**src/rtl/comms_uart_ctrl.sv**
```systemverilog
// Chip serial controller: UART RX/TX on one clock, packet decode to the register map,
// forwarding of foreign packets, event packing for the FIFO and TX arbitration.
module comms_uart_ctrl #(
    parameter int WIDTH        = 54,
    parameter int CLKS_PER_BIT = 4
) (
    input  logic             clk,
    input  logic             reset_n,
    input  logic             rx_in,
    output logic             tx_out,
    input  logic [5:0]       chip_id,
    input  logic [WIDTH-2:0] pre_event,
    input  logic             load_event,
    output logic [WIDTH-1:0] finished_event,
    output logic             write_fifo_n,
    input  logic             fifo_empty,
    input  logic [WIDTH-1:0] fifo_data,
    output logic             read_fifo_n,
    output logic [7:0]       regmap_address,
    output logic [7:0]       regmap_write_data,
    output logic             write_regmap,
    input  logic [7:0]       regmap_read_data
);
    localparam int HALF = CLKS_PER_BIT / 2;
    localparam int CW   = $clog2(CLKS_PER_BIT);
    localparam int BW   = $clog2(WIDTH + 2);

    typedef enum logic [1:0] {RX_IDLE, RX_START, RX_DATA, RX_STOP} rx_state_t;
    typedef enum logic [1:0] {TX_IDLE, TX_READ, TX_LOAD, TX_SEND} tx_state_t;

    rx_state_t        rx_state_reg, rx_state_next;
    tx_state_t        tx_state_reg, tx_state_next;
    logic             rx_meta_reg, rx_sync_reg;
    logic [CW-1:0]    rx_cnt_reg, tx_cnt_reg;
    logic [BW-1:0]    rx_bits_reg, tx_bits_reg;
    logic [WIDTH-1:0] rx_shift_reg, tx_frame_reg, pend_data_reg, finished_event_reg;
    logic             rx_valid_reg, pend_valid_reg, rd_pend_reg;
    logic             tx_out_reg, read_fifo_n_reg, write_fifo_n_reg, write_regmap_reg;
    logic [7:0]       regmap_address_reg, regmap_write_data_reg;

    logic             rx_bit_end, rx_half, tx_bit_end, parity_ok, for_us;
    logic             pend_take, fifo_take, pend_push;
    logic [WIDTH-1:0] pend_push_data;
    logic [WIDTH-2:0] reply_x, event_x;
    logic             ev_low_unused;

    assign rx_bit_end = (rx_cnt_reg == CW'(CLKS_PER_BIT - 1));
    assign rx_half    = (rx_cnt_reg == CW'(HALF - 1));
    assign tx_bit_end = (tx_cnt_reg == CW'(CLKS_PER_BIT - 1));
    // A valid word carries an odd number of ones across all WIDTH bits.
    assign parity_ok  = ^rx_shift_reg;
    assign for_us     = (rx_shift_reg[7:2] == chip_id);
    assign reply_x    = {{(WIDTH-25){1'b0}}, regmap_read_data, regmap_address_reg, chip_id, 2'b11};
    assign event_x    = {pre_event[WIDTH-2:8], chip_id, 2'b01};
    assign ev_low_unused = ^pre_event[7:0];

    // ---------------- RX ----------------
    always_comb begin
        rx_state_next = rx_state_reg;
        case (rx_state_reg)
            RX_IDLE:  if (!rx_sync_reg) rx_state_next = RX_START;
            RX_START: if (rx_half) rx_state_next = rx_sync_reg ? RX_IDLE : RX_DATA;
            RX_DATA:  if (rx_bit_end && rx_bits_reg == BW'(WIDTH - 1)) rx_state_next = RX_STOP;
            RX_STOP:  if (rx_bit_end) rx_state_next = RX_IDLE;
            default:  rx_state_next = RX_IDLE;
        endcase
    end

    always_ff @(posedge clk) begin
        if (!reset_n) begin
            rx_meta_reg  <= 1'b1;
            rx_sync_reg  <= 1'b1;
            rx_state_reg <= RX_IDLE;
            rx_cnt_reg   <= '0;
            rx_bits_reg  <= '0;
            rx_shift_reg <= '0;
            rx_valid_reg <= 1'b0;
        end else begin
            rx_meta_reg  <= rx_in;
            rx_sync_reg  <= rx_meta_reg;
            rx_state_reg <= rx_state_next;
            rx_valid_reg <= 1'b0;
            if (rx_state_reg == RX_IDLE || rx_state_next != rx_state_reg || rx_bit_end)
                rx_cnt_reg <= '0;
            else
                rx_cnt_reg <= rx_cnt_reg + 1'b1;
            if (rx_state_reg == RX_START)
                rx_bits_reg <= '0;
            if (rx_state_reg == RX_DATA && rx_bit_end) begin
                rx_shift_reg <= {rx_sync_reg, rx_shift_reg[WIDTH-1:1]};
                rx_bits_reg  <= rx_bits_reg + 1'b1;
            end
            // A low stop bit is a framing error: the word never becomes valid.
            if (rx_state_reg == RX_STOP && rx_bit_end)
                rx_valid_reg <= rx_sync_reg;
        end
    end

    // ---------------- Decode, pending slot, event packing ----------------
    always_comb begin
        pend_push      = 1'b0;
        pend_push_data = rx_shift_reg;
        if (rx_valid_reg && parity_ok && !for_us) begin
            pend_push = 1'b1;
        end else if (rd_pend_reg) begin
            pend_push      = 1'b1;
            pend_push_data = {~^reply_x, reply_x};
        end
    end

    always_ff @(posedge clk) begin
        if (!reset_n) begin
            regmap_address_reg    <= '0;
            regmap_write_data_reg <= '0;
            write_regmap_reg      <= 1'b0;
            rd_pend_reg           <= 1'b0;
            pend_valid_reg        <= 1'b0;
            pend_data_reg         <= '0;
            finished_event_reg    <= '0;
            write_fifo_n_reg      <= 1'b1;
        end else begin
            write_regmap_reg <= 1'b0;
            rd_pend_reg      <= 1'b0;
            if (rx_valid_reg && parity_ok && for_us) begin
                if (rx_shift_reg[1:0] == 2'b10) begin
                    regmap_address_reg    <= rx_shift_reg[15:8];
                    regmap_write_data_reg <= rx_shift_reg[23:16];
                    write_regmap_reg      <= 1'b1;
                end else if (rx_shift_reg[1:0] == 2'b11) begin
                    regmap_address_reg <= rx_shift_reg[15:8];
                    rd_pend_reg        <= 1'b1;
                end
            end
            // Take and push never coincide: take needs a full slot, push an empty one.
            if (pend_take)
                pend_valid_reg <= 1'b0;
            if (pend_push && !pend_valid_reg) begin
                pend_valid_reg <= 1'b1;
                pend_data_reg  <= pend_push_data;
            end
            write_fifo_n_reg <= ~load_event;
            if (load_event)
                finished_event_reg <= {~^event_x, event_x};
        end
    end

    // ---------------- TX ----------------
    assign pend_take = (tx_state_reg == TX_IDLE) && pend_valid_reg;
    assign fifo_take = (tx_state_reg == TX_IDLE) && !pend_valid_reg && !fifo_empty;

    always_comb begin
        tx_state_next = tx_state_reg;
        case (tx_state_reg)
            TX_IDLE: begin
                if (pend_valid_reg)   tx_state_next = TX_SEND;
                else if (!fifo_empty) tx_state_next = TX_READ;
            end
            TX_READ: tx_state_next = TX_LOAD;
            TX_LOAD: tx_state_next = TX_SEND;
            TX_SEND: if (tx_bit_end && tx_bits_reg == BW'(WIDTH + 1)) tx_state_next = TX_IDLE;
            default: tx_state_next = TX_IDLE;
        endcase
    end

    always_ff @(posedge clk) begin
        if (!reset_n) begin
            tx_state_reg    <= TX_IDLE;
            tx_cnt_reg      <= '0;
            tx_bits_reg     <= '0;
            tx_frame_reg    <= '0;
            tx_out_reg      <= 1'b1;
            read_fifo_n_reg <= 1'b1;
        end else begin
            tx_state_reg    <= tx_state_next;
            read_fifo_n_reg <= ~fifo_take;
            if (tx_state_reg != TX_SEND || tx_bit_end)
                tx_cnt_reg <= '0;
            else
                tx_cnt_reg <= tx_cnt_reg + 1'b1;
            if (pend_take || tx_state_reg == TX_LOAD) begin
                tx_frame_reg <= pend_take ? pend_data_reg : fifo_data;
                tx_out_reg   <= 1'b0;
                tx_bits_reg  <= '0;
            end else if (tx_state_reg == TX_SEND && tx_bit_end) begin
                // Ones shifted in behind the data supply the stop bit.
                if (tx_bits_reg == BW'(WIDTH + 1)) begin
                    tx_out_reg <= 1'b1;
                end else begin
                    tx_out_reg   <= tx_frame_reg[0];
                    tx_frame_reg <= {1'b1, tx_frame_reg[WIDTH-1:1]};
                    tx_bits_reg  <= tx_bits_reg + 1'b1;
                end
            end
        end
    end

    assign tx_out            = tx_out_reg;
    assign read_fifo_n       = read_fifo_n_reg;
    assign write_fifo_n      = write_fifo_n_reg;
    assign finished_event    = finished_event_reg;
    assign regmap_address    = regmap_address_reg;
    assign regmap_write_data = regmap_write_data_reg;
    assign write_regmap      = write_regmap_reg;
endmodule

```
**config.mk**
```make
export PLATFORM = sky130hd
export DESIGN_NAME = comms_uart_ctrl
export DESIGN_NICKNAME = d
export VERILOG_FILES = /design/src/rtl/comms_uart_ctrl.sv
export SDC_FILE = /design/constraint.sdc
export NUM_CORES = 1
export LEC_CHECK = 0
export ABC_AREA = 1
export CORE_MARGIN = 5
export CORE_UTILIZATION = 42
export CTS_CLUSTER_DIAMETER = 40
export DETAILED_ROUTE_END_ITERATION = 8
export PLACE_DENSITY = 0.65
export SLEW_MARGIN = 20
export SYNTH_ARGS = -nofsm -noshare
export SYNTH_HDL_FRONTEND = slang
export SYNTH_SLANG_ARGS = --single-unit
```
**constraint.sdc**
```tcl
create_clock -name clk -period 5.7 [get_ports clk]
set_input_delay 0.855 -clock clk [delete_from_list [all_inputs] [get_ports clk]]
set_output_delay 0.855 -clock clk [all_outputs]
set_load 0.03 [all_outputs]
```
==> results.md, run 1 <==
- Status: finished clean
- Resize count post-CTS: 0
- Row count: 63
- Hold Path Class: reg2reg
- Setup CP Type: reg2reg
- Critical Path Source: tx_state_reg[0]
- Post-synthesis sequential area ratio: 41.62%
- Final HPWL DP: 22,570 um
- Synth warnings: 0
- Worst vdd ir: 293.3 uV
- Worst-path clk slew: 0.05 ns
- RSZ-0062 raised after global routing: false
- Initial Util: 42.42%
- Ant diodes: 0
- Total number of vias: 11.90k
- Dpl cell area: 14,550 um2
- Post-route clock skew: 0.02409 ns
- Clock Path Buffers: 3
- Leak Pwr: 6.382 nW
- DRC: 0
- Most common cell after layout, fill and taps aside: nand2_1
- Via density: 5.042
- R2R setup slack: 2.02 ns
- Sinks on Clock Net: 260
- TritonCTS Buffers: 41
- Crit path max fanout: 62
- CP endpoint kind: flip-flop
- Vias in the first global route: 11.34k
- R2R cell count: 13
- Placed Instances: 2,285
- Normalized max-slew margin: 33.53%
- Slew of the pin with the lowest slew margin: 0.9935 ns
- Core Region: 29,480 um2
- Worst path required time: 6.09 ns
- Max Cap Violations: 0
- CTS Hold Bufs: 0
- Final wirelength: 33,500 um
- Drt wl/cell: 14.19 um
- Die width: 182.5 um
- Setup WS pre-CTS: 1.852 ns
- CTS tree: done
- DRT Pass-1 Iters: 5
- First-pass GRT wire length: 55,580 um
- Final setup viols: 0
- Htree depth: 2
- Layout Nets: 2,075
- Final Max Tran Viols: 0
- Layout cells sized above 1: 5.888%
- Synth Net Count: 1,937
- Die area: 33,320 um2
- Die Ht: 182.5 um
- ANT nets after route: 0
- Fin Setup TNS: 0 ns
- Gr ovfl total: 0
- Crit share post-route: 64.56%
- Final Core Density: 54.25%
- Global Route Usage Sum: 19.60%
- Number of top-level pins: 200
- Largest net degree at the start of global routing: 97
- CP Launch Type: flip-flop
- Setup ws final: 2.020 ns
- Crit path to: tx_frame_reg[42]
- GPL Wtd Cong: 0.8157
- Initial antenna violation count: 0
- Post-CTS setup buffer count: 0
- Later-pin clock latency in the skew report: 0.53 ns
- Final instance area: 15,990 um2
- Asr flop ratio synth: 0%
- Mean Syn Cell Area: 6.947 um2
- Worst Path Arrival: 4.07 ns
- Port Buffer Count: 190
- Reg2reg end: tx_frame_reg[42]
- Fmax: 0.2718 GHz
- Ys flop type: dfxtp_1
- Area grow syn2layout: 27.91%
- Non-filler cells, final: 2,360
- Distinct cells, synth: 40
- Post-synth EDFFs: 0
- Minimum clock period: 3.680 ns
- Final Hold Viols: 0
- Critical R2R Launch: tx_state_reg[0]
- Layout fillers: 2,791
- Syn Inst Count: 1,800
- Synthesis-stage register bit count: 260
- Syn Std Cell Area: 12,500 um2
- Most frequent cells in the layout: 484 x nand2_1, 260 x dfxtp_1, 252 x nor2_1, 189 x clkdlybuf4s50_1, 161 x o21ai_0
- First DRT Iteration DRCs: 610
- Power Density: 364.4 nW/um2
- Root buffer cell: clkbuf_16
[cell usage after synthesis (12+ instances only)]
master	number	area (um2)
a221oi_1	43	376.6
xnor2_1	48	420.4
dfxtp_1	260	5205
nor3_1	14	70.07
nand2_1	484	1817
nor2_1	253	949.7
o21ai_0	161	805.8
a21oi_1	123	615.6
clkbuf_1	85	319.1
buf_2	12	60.06
xor2_1	27	236.5
inv_1	111	416.7
nand3_1	65	325.3
a211oi_1	44	330.3
[power breakdown]
group	leakage [nW]	internal, W	switching (W)
Clock	0.690	0.00166	0.000909
Combinational	3.58	0.000489	0.000658
Sequential	2.12	0.00201	0.0000988
[area by class of cell]
cell class / instances / area (um2) / area share (%)
inverter: 121 / 455.4 / 2.848
timing repair buffer: 203 / 1997 / 12.49
clock inverter: 28 / 334.1 / 2.089
clock buffer: 47 / 1099 / 6.868
sequential: 260 / 5205 / 32.54
tap: 390 / 488.0 / 3.051
multi-input combinational: 1311 / 6416 / 40.12
[metrics by stage]
stage               hold slack [ns]  power [W]
finish                       0.4092   0.005829
global route                 0.4321   0.006146
CTS                          0.4104   0.005887
detailed placement           0.4075   0.003295
global placement             0.4040   0.003273
floorplan                    0.3925   0.002946
[worst min path at each step]
| stage | depth (start not counted) | slack (ns) | startpoint | endpoint |
|---|---|---|---|---|
| floorplan | 1 | 0.39 | rx_meta_reg | rx_sync_reg |
| CTS | 1 | 0.41 | rx_meta_reg | rx_sync_reg |
| global placement | 1 | 0.40 | rx_meta_reg | rx_sync_reg |
| global route | 1 | 0.43 | rx_meta_reg | rx_sync_reg |
| detailed placement | 1 | 0.41 | rx_meta_reg | rx_sync_reg |
| finish | 1 | 0.41 | rx_meta_reg | rx_sync_reg |
[worst max-delay path, stage by stage, from the launching register on]
cell and delay, ns:
dfxtp_1 0.31, inv_1 0.14, ha_1 0.27, nand2_1 0.38, inv_2 0.62, nor2_4 0.05
inv_2 0.18, nor2_1 0.07, buf_4 0.19, inv_2 0.40, buf_4 0.56, o2111ai_1 0.18
o21ai_1 0.12, nor2_1 0.05
[layer usage]
metal | up-vias | wire length [um] | track usage (%)
li1 | 6166 | - | -
met1 | 5377 | 15120 | 25.03
met2 | 317 | 14820 | 31.65
met3 | 38 | 3098 | 6.976
met4 | 0 | 465 | 5.014
met5 | - | 0 | 0
[logic make-up after synthesis]
kind of cell               count (synthesis)  synth area share (%)
and+or+nand+nor                          834                 26.46
AOI/OAI and AO/OA                        390                 18.27
DFF                                      260                 41.62
buffers and inverters                    229                 7.264
xor gates and xnor gates                  75                 5.253
adders and majority gates                 11                 1.101
other                                      1               0.02999
Note: power is estimated with default switching activity, not from simulation.
==> run 2: changes to the inputs <==
- clock period: 5.7 -> 3.6 ns (I/O delays scaled with it)
==> run 2 against run 1 <==
Die area stayed put. Highest routed layer unchanged. Non-clock buffer count grew 9. Clock power up 64%. Critical path type unchanged. Maximum frequency up 23%. Via count rose by 0.37%. Largest power group unchanged. Register-to-register slack got worse by 1.4 ns.
==> results.md, run 2 (synthesis results as in run 1) <==
- Area of the multi-input gates: 6406 um2 (-0.16%)
- Final wirelength: 33,660 um (+0.49%)
- Total number of vias: 11.94k (+0.37%)
- Resize count post-CTS: 0 (unchanged)
- Hold Path Class: reg2reg
- Row count: 63 (unchanged)
- First DRT Iteration DRCs: 656 (+7.5%)
- Setup CP Type: reg2reg
- Worst path required time: 4.05 ns (-2.04 ns)
- Global Route Usage Sum: 19.72% (+0.11 points)
- Post-route clock skew: 0.01558 ns (-0.008505 ns)
- Final instance area: 16,110 um2 (+0.70%)
- Gr ovfl total: 0 (unchanged)
- Worst-path clk slew: 0.05 ns (about the same)
- DRT Pass-1 Iters: 5 (unchanged)
- CP endpoint kind: flip-flop
- Vias in the first global route: 11.27k (-0.60%)
- Worst path cell trace: inv_1 -> ha_1 -> inv_1 -> nand2_1 -> nand3_1 -> nand2_1 -> nand2_1 -> nand2_1 -> nand3_1 -> nand2_1 -> nand2_1 -> nand2_1 -> nand2_2 -> nand4_4 -> buf_4 -> a21oi_4 -> nand2_1 -> a21oi_1
- Core Region: 29,480 um2 (unchanged)
- Final setup viols: 0 (unchanged)
- Initial Util: 42.42% (unchanged)
- Total Power: 0.009370 W (+61%)
- Number of top-level pins: 200 (unchanged)
- Clock Path Buffers: 3 (unchanged)
- Worst Path Arrival: 3.43 ns (-0.64 ns)
- Die width: 182.5 um (unchanged)
- Drt wl/cell: 14.21 um (+0.11%)
- Layout Nets: 2,085 (+0.48%)
- GPL Wtd Cong: 0.8369 (+2.6%)
- DRC: 0 (unchanged)
- Sinks on Clock Net: 260 (unchanged)
- Final Hold Viols: 0 (unchanged)
- Final HPWL DP: 22,800 um (+1.0%)
- Most common cell after layout, fill and taps aside: nand2_1
- Die Ht: 182.5 um (unchanged)
- Area grow syn2layout: 28.80%
- Layout fillers: 2,865 (+2.7%)
- CP max-delay cell: a21oi_4
- CTS tree: done
- Fin Setup TNS: 0 ns (unchanged)
- Htree depth: 2 (unchanged)
- TritonCTS Buffers: 42 (+2.4%)
- RSZ-0062 raised after global routing: false
- Minimum clock period: 2.988 ns (-0.6919 ns)
- ANT nets after route: 0 (unchanged)
- Most frequent cells in the layout: 484 x nand2_1, 260 x dfxtp_1, 252 x nor2_1, 189 x clkdlybuf4s50_1, 161 x o21ai_0
- Dpl cell area: 14,620 um2 (+0.46%)
- Fmax: 0.3347 GHz (+23%)
- Max Cap Violations: 0 (unchanged)
- CTS Hold Bufs: 0 (unchanged)
- Crit share post-route: 83.00% (+18 points)
- First-pass GRT wire length: 55,610 um (about the same)
- Final Core Density: 54.63% (+0.38 points)
- Slew of the pin with the lowest slew margin: 0.9623 ns (-0.03125 ns)
- Via density: 5.041 (about the same)
- Final Max Tran Viols: 0 (unchanged)
- Later-pin clock latency in the skew report: 0.52 ns (about the same)
- Worst vdd ir: 328.5 uV (+12%)
- Power Density: 581.8 nW/um2 (+60%)
- Status: finished clean
- Critical path's largest stage delay: 0.56 ns (-0.06 ns)
- Port Buffer Count: 190 (unchanged)
- Largest net degree at the start of global routing: 97 (unchanged)
- Crit path max fanout: 25 (-60%)
- Normalized max-slew margin: 35.85% (+2.3 points)
- Initial antenna violation count: 0 (unchanged)
- Register area: 5205 um2 (unchanged)
- Ant diodes: 0 (unchanged)
- Layout cells sized above 1: 6.215% (+0.33 points)
- Die area: 33,320 um2 (unchanged)
- Crit-path most repeated cell: nand2_1
- Post-CTS setup buffer count: 0 (unchanged)
- Leak Pwr: 6.451 nW (+1.1%)
- CP Launch Type: flip-flop
- Root buffer cell: clkbuf_16
[run 2: cell types whose count changed in the layout (fill, tap and decap cells not counted), moves of 2 or more]
cell	previous run	this run
buf_4	14	23
bufinv_16	6	8
clkbuf_1	1	3
clkinvlp_4	7	5
inv_6	3	1
[run 2: worst paths after layout]
check,startpoint,end,slack [ns],cells after the start
max,rx_shift_reg[0],pend_data_reg[9],0.61,18
min,tx_cnt_reg[0],tx_cnt_reg[0],0.42,1
max reg2reg,rx_shift_reg[0],pend_data_reg[9],0.61,18
min reg2reg,tx_cnt_reg[0],tx_cnt_reg[0],0.42,1
[run 2: final cells by class]
| class | instances | area share [%] |
|---|---|---|
| Tap cell | 390 | 3.030 |
| Inverter | 121 | 2.828 |
| Sequential cell | 260 | 32.32 |
| Clock inverter | 26 | 2.292 |
| Multi-Input combinational cell | 1311 | 39.78 |
| Clock buffer | 49 | 6.938 |
| Timing Repair Buffer | 212 | 12.82 |
[run 2: metrics by stage]
stage,std cells,worst slack (ns),hold slack [ns]
finish,2369,0.6121,0.4153
global route,2369,0.2811,0.4443
CTS,2369,0.5937,0.4190
detailed placement,2294,0.4538,0.4102
global placement,2294,0.5508,0.4068
floorplan,1800,1.417,0.3925
[run 2: routing by layer]
| metal | track usage [%] | vias to the layer above | routed length, um |
|---|---|---|---|
| met5 | 0 | - | 0 |
| met4 | 4.683 | 0 | 533 |
| met3 | 7.375 | 41 | 3246 |
| met2 | 31.71 | 340 | 14880 |
| met1 | 25.20 | 5384 | 15000 |
| li1 | - | 6177 | - |
[run 2: critical path: cells and delay by family (launching register included)]
kind                     cells  cell delay [ns]
flip-flops                   1             0.34
adder cells (fa/ha/maj)      1             0.32
AND/OR/NAND/NOR             12             1.10
AO/OA/AOI/OAI                2             0.71
buffers and inverters        3             0.44
[run 2: where the power goes]
group	total (W)	internal [W]	leakage (nW)	switching, W
Combinational	0.00182	0.000772	3.62	0.00105
Clock	0.00421	0.00280	0.719	0.00141
Sequential	0.00334	0.00318	2.12	0.000155
Total	0.00937	0.00676	6.45	0.00261
==> patch, RTL diff (config.mk and constraints of run 2) <==
Set the parameter `CLKS_PER_BIT` to 2 (it was 4).
--- a/src/rtl/comms_uart_ctrl.sv
+++ b/src/rtl/comms_uart_ctrl.sv
@@ -4,3 +4,3 @@
     parameter int WIDTH        = 54,
-    parameter int CLKS_PER_BIT = 4
+    parameter int CLKS_PER_BIT = 2
 ) (
Formal check against the unedited RTL: same outputs for any inputs over 4 cycles, from zero or initial values and one cycle with reset_n low; that may be too few to reach the edited logic, so the function may still have changed.
==> patch against run 2 <==
- clock power up 4%
- cell area about the same
- utilization about the same
- synthesized area down 0.32%
- combinational power up 2%
- first-iteration DRC count up 41%
- worst hold slack better by 0.54 ps
- sequential cell count down 2
- total power up 2.0%
- routed wire length up 3.5%
- sequential power about the same
- setup slack worse by 35 ps
- critical path type unchanged
- critical endpoint is now pend_data_reg[21]$_SDFFE_PN0P_
- largest power group unchanged
==> patch: results <==
set metrics [dict create \
    dpl.hpwl_um 23200 \
    grt_util_all_layers_pct 20.2 \
    arrival_ps 3460 \
    ir_drop_v 0.000291 \
    synth-seq-area-share_pct 41.4 \
    switchingPower_mw 2.76 \
    fin_tns_setup_ps 0 \
    grt_pass1_wl_um 56900 \
    first_global_vias 11400 \
    yosysUniqueCellTypes 38 \
    gp_congestion 0.831 \
    min_from "rx_meta_reg$_SDFF_PN1_" \
    critPathMaxStageDelay_ps 540 \
    routed_via_density 5.10 \
    fin_nets 2073 \
    run_status "finished clean" \
    drive_gt1_share_pct 5.98 \
    yosysWarnings 0 \
    dp_slack_ps 614 \
    netlist_top_cells_area "dfxtp_1 (41%), nand2_1 (16%), nor2_1 (7.2%)" \
    clkLatencyLatePin_ps 540 \
    synth_common_cells "nand2_1 (530), dfxtp_1 (258), nor2_1 (238), o21ai_0 (135), a21oi_1 (128)" \
    nFillCells 2775 \
    worstMarginPinSlew_ps 935 \
    numCtsBuffers 43 \
    synth.net_count 1931 \
    p_leak_nw 6.35 \
    first_iter_violations 923 \
]
[patch: cell types whose count changed in the layout (fill, tap and decap cells not counted), moves of 10 or more]
cell     before  now
nand2_1     484  529
o21ai_0     161  135
nand4_1       2   26
nand3_1      65   44
nor2_1      252  237
inv_1       111  100
xnor2_1      48   58
[patch: per-stage QoR]
step	hold slack (ps)	utilization (%)	instances	instance area (um2)	power, mW
after global routing	425	54.6	2364	16100	10.0
after global placement	407	49.3	2284	14500	5.20
after CTS	422	54.6	2364	16100	9.66
final	416	54.6	2364	16100	9.56
after floorplan	393	-	1797	12500	4.68
after detailed placement	410	49.3	2284	14500	5.24
[patch: cell families (layout without fill, tap and decap cells)]
group                      count (synthesis)  after routing  share of synthesized area [%]
and+or+nand+nor                          857            857                           27.2
other                                      1              1                         0.0301
DFF                                      258            258                           41.4
xor gates and xnor gates                  88             88                           6.18
AOI/OAI and AO/OA                        366            366                           17.3
adders and majority gates                  8              8                          0.803
buffers and inverters                    219            396                           7.03
[patch: power groups by stage]
stage	sequential, mW	combinational, mW	clock [mW]
final	3.33	1.86	4.37
after global routing	3.36	2.10	4.57
after CTS	3.33	1.89	4.45
after detailed placement	3.38	1.86	0
after global placement	3.37	1.83	0
after floorplan	3.45	1.23	0
[patch: path summary, 6_finish.rpt]
check	slack (ps)	depth (start not counted)	end
setup / recovery	580	19	pend_data_reg[21]$_SDFFE_PN0P_
hold / removal	420	1	rx_sync_reg$_SDFF_PN1_
setup reg to reg	580	19	pend_data_reg[21]$_SDFFE_PN0P_
hold reg to reg	420	1	rx_sync_reg$_SDFF_PN1_
[patch: metal layers]
metal,global-route usage (%),vias up,wire [um]
met3,6.76,55,3180
met5,0,-,0
met4,5.52,0,754
met2,31.6,363,15100
met1,26.9,5469,15800
li1,-,6178,-
[patch: final cells by class]
class | instances | area share (%)
Multi-Input combinational cell | 1320 | 40.0
Tap cell | 390 | 3.03
Clock buffer | 49 | 7.20
Sequential cell | 258 | 32.1
Clock inverter | 31 | 2.49
Inverter | 104 | 2.44
Timing Repair Buffer | 212 | 12.8
[patch: worst reg2reg max path, stage by stage (launching register included)]
cell	delay, ps
dfxtp_1	330
inv_1	100
ha_1	340
inv_1	80
nand2_1	70
nand2_1	80
nand2_1	50
nand2_1	80
nand2_1	60
nand2_1	70
nand3_1	70
nand2_1	120
nand2_1	70
nand2_1	60
nand2_1	80
nand2_4	250
nand3_4	170
a21oi_4	540
nand2_1	140
a21oi_1	170
